[src/rtl/ca_pipe_pkg.sv]
`default_nettype none
// ============================================================================
// Module   : ca_pipe_pkg
// Purpose  : Shared pipeline definitions for the ID/EX stage: control bundle
//            width and bit positions, the bubble control value, the operand
//            forwarding select encoding and the select-resolution helper.
// Revision : 1.0 - initial release
// ============================================================================
package ca_pipe_pkg;

  // Control bundle: {RegWrite, MemRead, MemWrite, MemToReg, ALUSrc, RegDst, ALUOp[3:0]}
  localparam int CTRL_W         = 10;
  localparam int CTRL_REGWRITE  = 9;
  localparam int CTRL_MEMREAD   = 8;
  localparam int CTRL_MEMWRITE  = 7;
  localparam int CTRL_MEMTOREG  = 6;
  localparam int CTRL_ALUSRC    = 5;
  localparam int CTRL_REGDST    = 4;
  localparam int CTRL_ALUOP_MSB = 3;
  localparam int CTRL_ALUOP_LSB = 0;

  // A bubble carries no side effects: every control bit is clear.
  localparam logic [CTRL_W-1:0] CTRL_BUBBLE = '0;

  typedef enum logic [1:0] {
    FWD_REG = 2'd0,
    FWD_MEM = 2'd1,
    FWD_WB  = 2'd2
  } fwd_sel_e;

  // The younger producer (EX/MEM) wins over MEM/WB; $0 is never a producer.
  function automatic fwd_sel_e fwd_pick(
    input logic [4:0] src,
    input logic       mem_we,
    input logic [4:0] mem_rw,
    input logic       wb_we,
    input logic [4:0] wb_rw
  );
    fwd_sel_e sel;
    sel = FWD_REG;
    if (mem_we && (mem_rw != 5'd0) && (mem_rw == src)) begin
      sel = FWD_MEM;
    end else if (wb_we && (wb_rw != 5'd0) && (wb_rw == src)) begin
      sel = FWD_WB;
    end
    return sel;
  endfunction

endpackage
`default_nettype wire

[src/rtl/fwd_unit.sv]
`default_nettype none
// ============================================================================
// Module   : fwd_unit
// Purpose  : Chooses the operand source for the EX-stage rs and rt paths
//            from the EX/MEM and MEM/WB producers.
// Ports    : ex_rs, ex_rt            - source specifiers held in ID/EX
//            mem_RegWrite, mem_RW    - EX/MEM producer
//            wb_WEN, wb_RW           - MEM/WB producer
//            sel_a, sel_b            - forwarding selects for rs / rt
// Revision : 1.0 - initial release
// ============================================================================
module fwd_unit
  import ca_pipe_pkg::*;
(
  input  logic [4:0] ex_rs,
  input  logic [4:0] ex_rt,
  input  logic       mem_RegWrite,
  input  logic [4:0] mem_RW,
  input  logic       wb_WEN,
  input  logic [4:0] wb_RW,
  output fwd_sel_e   sel_a,
  output fwd_sel_e   sel_b
);

  always_comb begin
    sel_a = fwd_pick(ex_rs, mem_RegWrite, mem_RW, wb_WEN, wb_RW);
    sel_b = fwd_pick(ex_rt, mem_RegWrite, mem_RW, wb_WEN, wb_RW);
  end

endmodule
`default_nettype wire

[src/rtl/id_ex_stage.sv]
`default_nettype none
// ============================================================================
// Module   : id_ex_stage
// Purpose  : ID/EX pipeline register with hazard detection and optional
//            operand forwarding. Captures the instruction leaving ID and
//            presents ALU-ready operands to EX; raises stall to hold PC and
//            IF/ID.
// Config   : ID_EX_FWD_EN - when defined, EX/MEM and MEM/WB results are
//            forwarded and only load-use stalls. When undefined, operands
//            come straight from the captured bus values and any RAW
//            dependence on EX or MEM stalls.
// Ports    : Clk, rst                - clock, synchronous active-high reset
//            id_*                    - instruction in ID (valid, buses, imm,
//                                      specifiers, control)
//            flush                   - kill the ID instruction
//            mem_RegWrite/RW/result  - EX/MEM producer
//            wb_WEN/RW/busW          - MEM/WB producer
//            stall                   - hold PC and IF/ID
//            ex_*                    - EX slot outputs
// Revision : 1.0 - initial release
// ============================================================================
module id_ex_stage
  import ca_pipe_pkg::*;
#(
  parameter int DW = 32,
  parameter int CW = CTRL_W
) (
  input  logic          Clk,
  input  logic          rst,
  input  logic          id_valid,
  input  logic [DW-1:0] id_busX,
  input  logic [DW-1:0] id_busY,
  input  logic [15:0]   id_imm,
  input  logic [4:0]    id_rs,
  input  logic [4:0]    id_rt,
  input  logic [4:0]    id_rd,
  input  logic [CW-1:0] id_ctrl,
  input  logic          flush,
  input  logic          mem_RegWrite,
  input  logic [4:0]    mem_RW,
  input  logic [DW-1:0] mem_result,
  input  logic          wb_WEN,
  input  logic [4:0]    wb_RW,
  input  logic [DW-1:0] wb_busW,
  output logic          stall,
  output logic          ex_valid,
  output logic [DW-1:0] ex_opA,
  output logic [DW-1:0] ex_opB,
  output logic [DW-1:0] ex_storeData,
  output logic [4:0]    ex_RW,
  output logic [CW-1:0] ex_ctrl
);

  logic          valid_q;
  logic [DW-1:0] busx_q;
  logic [DW-1:0] busy_q;
  logic [DW-1:0] imm_q;
  logic [4:0]    rs_q;
  logic [4:0]    rt_q;
  logic [4:0]    rw_q;
  logic [CW-1:0] ctrl_q;

  logic [DW-1:0] fwd_a;
  logic [DW-1:0] fwd_b;
  logic          load_use;
  logic          raw_hzd;

  // A load's data is not available until it reaches WB, so a consumer
  // directly behind it must wait one cycle even with forwarding.
  assign load_use = id_valid && valid_q && ctrl_q[CTRL_MEMREAD] && (rt_q != 5'd0) &&
                    ((rt_q == id_rs) || (rt_q == id_rt));

`ifdef ID_EX_FWD_EN
  fwd_sel_e sel_a;
  fwd_sel_e sel_b;

  fwd_unit u_fwd (
    .ex_rs        (rs_q),
    .ex_rt        (rt_q),
    .mem_RegWrite (mem_RegWrite),
    .mem_RW       (mem_RW),
    .wb_WEN       (wb_WEN),
    .wb_RW        (wb_RW),
    .sel_a        (sel_a),
    .sel_b        (sel_b)
  );

  always_comb begin
    fwd_a = busx_q;
    fwd_b = busy_q;
    case (sel_a)
      FWD_MEM: fwd_a = mem_result;
      FWD_WB:  fwd_a = wb_busW;
      default: fwd_a = busx_q;
    endcase
    case (sel_b)
      FWD_MEM: fwd_b = mem_result;
      FWD_WB:  fwd_b = wb_busW;
      default: fwd_b = busy_q;
    endcase
  end

  assign raw_hzd = 1'b0;
`else
  logic ex_hit;
  logic mem_hit;
  logic unused_inputs;

  assign fwd_a = busx_q;
  assign fwd_b = busy_q;

  // Without forwarding the consumer waits until its producer has reached
  // WB, where the register file's internal write-through supplies the value.
  assign ex_hit  = valid_q && ctrl_q[CTRL_REGWRITE] && (rw_q != 5'd0) &&
                   ((rw_q == id_rs) || (rw_q == id_rt));
  assign mem_hit = mem_RegWrite && (mem_RW != 5'd0) &&
                   ((mem_RW == id_rs) || (mem_RW == id_rt));
  assign raw_hzd = id_valid && (ex_hit || mem_hit);

  assign unused_inputs = ^{mem_result, wb_RW, wb_WEN, wb_busW, rs_q};
`endif

  // A squashed instruction must not hold the front end.
  assign stall = !flush && (load_use || raw_hzd);

  // Reset, flush and stall all load the same all-zero image.
  always_ff @(posedge Clk) begin
    if (rst || flush || stall) begin
      valid_q <= 1'b0;
      busx_q  <= '0;
      busy_q  <= '0;
      imm_q   <= '0;
      rs_q    <= '0;
      rt_q    <= '0;
      rw_q    <= '0;
      ctrl_q  <= CTRL_BUBBLE;
    end else begin
      valid_q <= id_valid;
      busx_q  <= id_busX;
      busy_q  <= id_busY;
      imm_q   <= {{(DW-16){id_imm[15]}}, id_imm};
      rs_q    <= id_rs;
      rt_q    <= id_rt;
      rw_q    <= id_ctrl[CTRL_REGDST] ? id_rd : id_rt;
      ctrl_q  <= id_ctrl;
    end
  end

  assign ex_valid     = valid_q;
  assign ex_opA       = fwd_a;
  assign ex_opB       = ctrl_q[CTRL_ALUSRC] ? imm_q : fwd_b;
  assign ex_storeData = fwd_b;
  assign ex_RW        = rw_q;
  assign ex_ctrl      = ctrl_q;

endmodule
`default_nettype wire
[config.mk]
export PLATFORM = sky130hd
export DESIGN_NAME = id_ex_stage
export DESIGN_NICKNAME = d
export VERILOG_FILES = /design/src/rtl/ca_pipe_pkg.sv /design/src/rtl/fwd_unit.sv /design/src/rtl/id_ex_stage.sv
export SDC_FILE = /design/constraint.sdc
export NUM_CORES = 1
export LEC_CHECK = 0
export CAP_MARGIN = 15
export CORE_AREA = 2 2 133 96
export CTS_BUF_LIST = sky130_fd_sc_hd__clkbuf_8 sky130_fd_sc_hd__clkbuf_16
export DETAILED_ROUTE_END_ITERATION = 6
export DIE_AREA = 0 0 135 98
export PLACE_DENSITY_LB_ADDON = 0.05
export SYNTH_ARGS = -nofsm -noshare
export SYNTH_HDL_FRONTEND = slang
export SYNTH_SLANG_ARGS = --single-unit
[constraint.sdc]
create_clock -name Clk -period 1.9 [get_ports Clk]
set_input_delay 0.285 -clock Clk [delete_from_list [all_inputs] [get_ports Clk]]
set_output_delay 0.285 -clock Clk [all_outputs]
set_load 0.01 [all_outputs]
Yosys cells after proc, flatten, opt, wreduce, memory -nomap -nowiden
Index checks and enable logic that the tools add are counted.
{ "classes": {"addsub": 0, "mul": 0, "div": 0, "magnitude_cmp": 0, "eq_ne": 6, "shifts": 0, "muxes": 2, "n_bitwise": 0, "reduce_logical": 22} }
{ "op_table": {"columns": ["operator", "n"], "rows": [
  ["2-to-1 mux 32 bit", 1],
  ["== test 5 bit", 6],
  ["nonzero test 5 bit", 3],
  ["logical AND 1 bit", 11],
  ["logical OR 1 bit", 7],
  ["2-to-1 mux 5 bit", 1],
  ["zero test 1 bit", 1]
]} }
{ "word_totals": {"regBits": 101, "latchBits": 0, "ramBits": 0, "rom_bits": 0, "in_bits": 185, "output_inout_bits": 113, "elab_cells": 37, "memories": 0} }

Longest topological paths before layout
{ "depth": {"ltp_word": 8, "depth_mapped": 8, "mapped_depth_nobuf": 5} }

Least setup slack after synthesis
Ideal clock, no wire load.
{ "synth_path": {"path_kind": "reg2reg", "start": "register rw_q[1] (netlist: ex_RW[1])", "end": "register rt_q[3]", "setup_time_ns": 0.088, "t_arrival_ns": 1.691, "t_required_ns": 1.812, "path_slack_ns": 0.121, "path_stages_with_launch": 7, "n_path_buf": 2, "period_less_slack_ns": 1.779, "cell_sequence": "dfxtp_1 or4_1 o2111ai_1 o22ai_1 buf_4 buf_6 nor4_4"} }
{ "synth_via": {"elab_chain_cells": 8, "word_cells_on_any_way": 11, "classes_between": "eq/ne (2); reduce/logical (9)"} }
{ "synth_lines": {"columns": ["element", "line_no", "text"], "rows": [
  ["start, declared", "id_ex_stage.sv:60", "logic [4:0] rw_q;"],
  ["start signal, assigned", "id_ex_stage.sv:144", "rw_q <= id_ctrl[CTRL_REGDST] ? id_rd : id_rt;"],
  ["== test 5 bit or nonzero test 5 bit (tied branches)", "id_ex_stage.sv:115, id_ex_stage.sv:114", null],
  ["logical OR 1 bit or logical AND 1 bit (tied branches)", "id_ex_stage.sv:115, id_ex_stage.sv:114", null],
  ["logical AND 1 bit (*)", "id_ex_stage.sv:114", "assign ex_hit = valid_q && ctrl_q[CTRL_REGWRITE] && (rw_q != 5'd0) &&"],
  ["logical OR 1 bit (*)", "id_ex_stage.sv:118", "assign raw_hzd = id_valid && (ex_hit || mem_hit);"],
  ["logical AND 1 bit (*)", "id_ex_stage.sv:118", null],
  ["logical OR 1 bit (*)", "id_ex_stage.sv:124", "assign stall = !flush && (load_use || raw_hzd);"],
  ["logical AND 1 bit (*)", "id_ex_stage.sv:124", null],
  ["logical OR 1 bit (*)", "id_ex_stage.sv:128", "if (rst || flush || stall) begin"],
  ["end signal, assigned", "id_ex_stage.sv:143", "rt_q <= id_rt;"],
  ["end, declared", "id_ex_stage.sv:59", "logic [4:0] rt_q;"]
]} }
Every way passes the cells marked *; elsewhere a longest branch is shown, timed or not.
A chain may end at the register's enable or synchronous reset.

Worst setup path after layout
{ "layout_path": {"start": "register rt_q[4]", "end": "output port stall"} }
{ "layout_via": {"elab_chain_cells": 5, "word_cells_on_any_way": 8, "classes_between": "eq/ne (2); reduce/logical (6)"} }
{ "layout_lines": {"columns": ["element", "line_no", "text"], "rows": [
  ["== test 5 bit or nonzero test 5 bit (tied branches)", "id_ex_stage.sv:71, id_ex_stage.sv:70", null],
  ["logical OR 1 bit or logical AND 1 bit (tied branches)", "id_ex_stage.sv:71, id_ex_stage.sv:70", null],
  ["logical AND 1 bit (*)", "id_ex_stage.sv:70", "assign load_use = id_valid && valid_q && ctrl_q[CTRL_MEMREAD] && (rt_q != 5'd0) &&"],
  ["logical OR 1 bit (*)", "id_ex_stage.sv:124", null],
  ["logical AND 1 bit (*)", "id_ex_stage.sv:124", null],
  ["end, declared", "id_ex_stage.sv:45", "output logic stall,"]
]} }
Marks and branches as above.

==> impl_metrics.tcl <==
set metrics [dict create \
    total_power_mw 4.90 \
    syn-num-nets 637 \
    max_freq_ghz 0.463 \
    worstReg2RegEnd "ex_RW[2]$_SDFF_PP0_" \
    period_minus_slack_ps 2160 \
    hold_depth 3 \
    ys_types 26 \
    clk_pin_slew_ps 70 \
    power_frac_comb 0.189 \
    port-buffer-count 227 \
    grt_remaining_overflow 0 \
    vias_per_cell 4.62 \
    ios 298 \
    ys_ff_latch 101 \
    synthCells 452 \
    worst-path-max-fanout 2 \
    num_rows 34 \
    setup_violations 86 \
    dp_cells 844 \
    seq_area_frac_synth 0.504 \
    slew_violations 0 \
    coreArea_sq_um 12100 \
    hold_class "primary input to flip-flop" \
    critPathLaunch "rt_q[4]$_SDFF_PP0_" \
    internal_power_mw 3.69 \
    cts_tree "yes" \
    ys_top_cells_by_count "dfxtp_1 (101), nand2_1 (98), nor3_1 (81)" \
    setup_ws_ps -258 \
    whs_ps 468 \
    rsz0062_at_grt "true" \
    tns_ps -9210 \
    worstMarginPinSlew_ps 334 \
    synth_most_common_cell "dfxtp_1" \
    final_cells 891 \
    grtUsageTotal 0.220 \
    clk_root_buffer_cell "clkbuf_16" \
    syn_area_sq_um 4010 \
    p_per_area_nw_per_um2 609 \
    p_leak_nw 3.46 \
    r2r_start "rt_q[4]$_SDFF_PP0_" \
    clock_sinks 101 \
    gp_congestion 0.802 \
    synth_edf_count 0 \
    pwr-share-seq 0.459 \
    grt_start_max_net_pins 48 \
    switchingPower_mw 1.21 \
    slew_headroom 0.771 \
    numCtsBuffers 9 \
    status "finished, violations left" \
    drv_cap 0 \
    synthFlopType "dfxtp_1" \
    final_core_util 0.666 \
    cts_max_level 3 \
    areaGrowthSynthToFinish_pct 100 \
    skew_ps 9.13 \
    grt_pass1_wl_mm 22.8 \
    drt_iter0_drc 158 \
    cp-end-kind "output pin" \
    antenna-diode-count 0 \
    drive_gt1_frac 0.287 \
    hold_violations 0 \
    synth_top_area_cell "dfxtp_1" \
    dr.pass1.iters 4 \
    hpwl_mm 9.19 \
    route.detailed.drc 0 \
    detail-route-antenna-nets 0 \
    vias 4115 \
    grt_pass1_vias 4268 \
    criticalPathCategory "flip-flop to output pin" \
    antenna_found_initial 0 \
    async_flop_share 0 \
    initial_core_util 0.332 \
    die_area_sq_um 13200 \
    min-delay-start "id_ctrl[1]" \
    swShare 0.247 \
    wl_per_cell_um 16.6 \
    r2r.worst_path.cells 9 \
    r2r_slack_ps -220 \
    synth_area_per_cell_sq_um 8.88 \
    fp.dieH_um 98 \
    drt_wl_total_mm 14.8 \
    cp-start-kind "flip-flop" \
    finalCritPeriodShare 1.14 \
    critPathRequiredTime_ps 1620 \
    violations "setup timing" \
    clk_latency_ps 340 \
    clkPwrFrac 0.352 \
    synth_area_leaders "dfxtp_1 (50%), nor3_1 (10%), nand2_1 (9.2%)" \
    die_w_um 135 \
    clock_path_buffers 2 \
    synth_top_area_frac 0.504 \
    holdBufCountCts 0 \
    nets 910 \
    yosysWarnings 0 \
    ir_worst_vdd_mv 0.440 \
    hold_path_end "ex_ctrl[1]$_SDFF_PP0_" \
    arrival_ps 1870 \
]
-- metrics by stage --
step	area (sq um)	worst slack, ps
floorplan	4010	121
global placement	6690	-686
detailed placement	6690	-712
CTS	7640	-295
global route	8050	-312
finish	8050	-258
-- metal layers --
layer | GRT usage | share of wire | vias up | wire length [um]
met3 | 0.0789 | 0.082 | 16 | 1220
met5 | 0 | 0 | - | 0
met4 | 0.0545 | 0.014 | 0 | 208
li1 | - | - | 2046 | -
met1 | 0.276 | 0.44 | 1913 | 6460
met2 | 0.363 | 0.47 | 140 | 6950
-- area by class of cell --
class,count,area [sq um]
Timing Repair Buffer,302,3230
Inverter,18,67.6
Fill cell,987,4040
Tap cell,162,203
Clock buffer,10,239
Clock inverter,5,37.5
Sequential cell,101,2030
Multi-Input combinational cell,293,2240
-- sequential cells by signal (all words and copies together), names as in the netlist --
register and flops:
ex_valid 1, ex_ctrl 10, rt_q 5, ex_opA 32, ex_RW 5, ex_storeData 32
imm_q 16
-- worst max-delay path by stage --
stage	end	slack, ps	cells past startpoint
finish	stall	-260	5
global route	stall	-310	5
CTS	stall	-290	5
detailed placement	imm_q[6]$_SDFF_PP0_	-710	8
global placement	stall	-690	6
floorplan	rt_q[3]$_SDFF_PP0_	120	6
-- cells by family (layout without fill, tap and decap cells) --
| logic type | after synthesis | count (layout) | synth area share |
|---|---|---|---|
| simple gates | 219 | 219 | 0.267 |
| flops | 101 | 101 | 0.504 |
| buf+inv | 58 | 335 | 0.0742 |
| xor+xnor | 30 | 30 | 0.0655 |
| compound gates | 24 | 24 | 0.0349 |
| mux | 20 | 20 | 0.0546 |
-- placed cells by master (no fill, tap or decap), types with 3 or more instances in the layout --
cell,n
clkdlybuf4s50_1,182
nand2_1,97
dfxtp_1,96
nor3_2,65
buf_4,39
dlygate4sd2_1,30
nor3_1,26
xor2_1,25
inv_1,19
o21ai_0,15
mux2_2,15
clkbuf_16,12
buf_6,12
buf_16,11
clkdlybuf4s15_1,10
nor4_4,8
buf_12,8
nor2_1,5
mux2i_1,5
dfxtp_2,5
xnor2_1,4
nor3_4,4
nor4_2,4
or4_4,3
clkbuf_2,3
-- critical path, stage by stage (launching register included) --
cell and delay [ps]:
dfxtp_2 320, or4_4 530, o2111ai_4 210, nor2_2 50, o31a_1 290, buf_2 140
-- power groups by stage --
| stage | registers, mW | logic, mW | clock network, mW |
|---|---|---|---|
| 2_1_floorplan | 2.33 | 0.240 | 0 |
| 3_3_place_gp | 2.29 | 0.851 | 0 |
| 3_5_place_dp | 2.29 | 0.855 | 0 |
| 4_1_cts | 2.25 | 0.889 | 1.77 |
| 5_1_grt | 2.26 | 0.995 | 1.86 |
| 6_report | 2.25 | 0.926 | 1.73 |
-- what timing repair did --
item                       4_1_cts  5_1_grt
setup buffers                   15        4
pin swaps                       16        1
setup endpoints to repair      134      121
cloned                          10        4
gates resized for setup        123       73
Note: power is estimated with default switching activity, not from simulation.
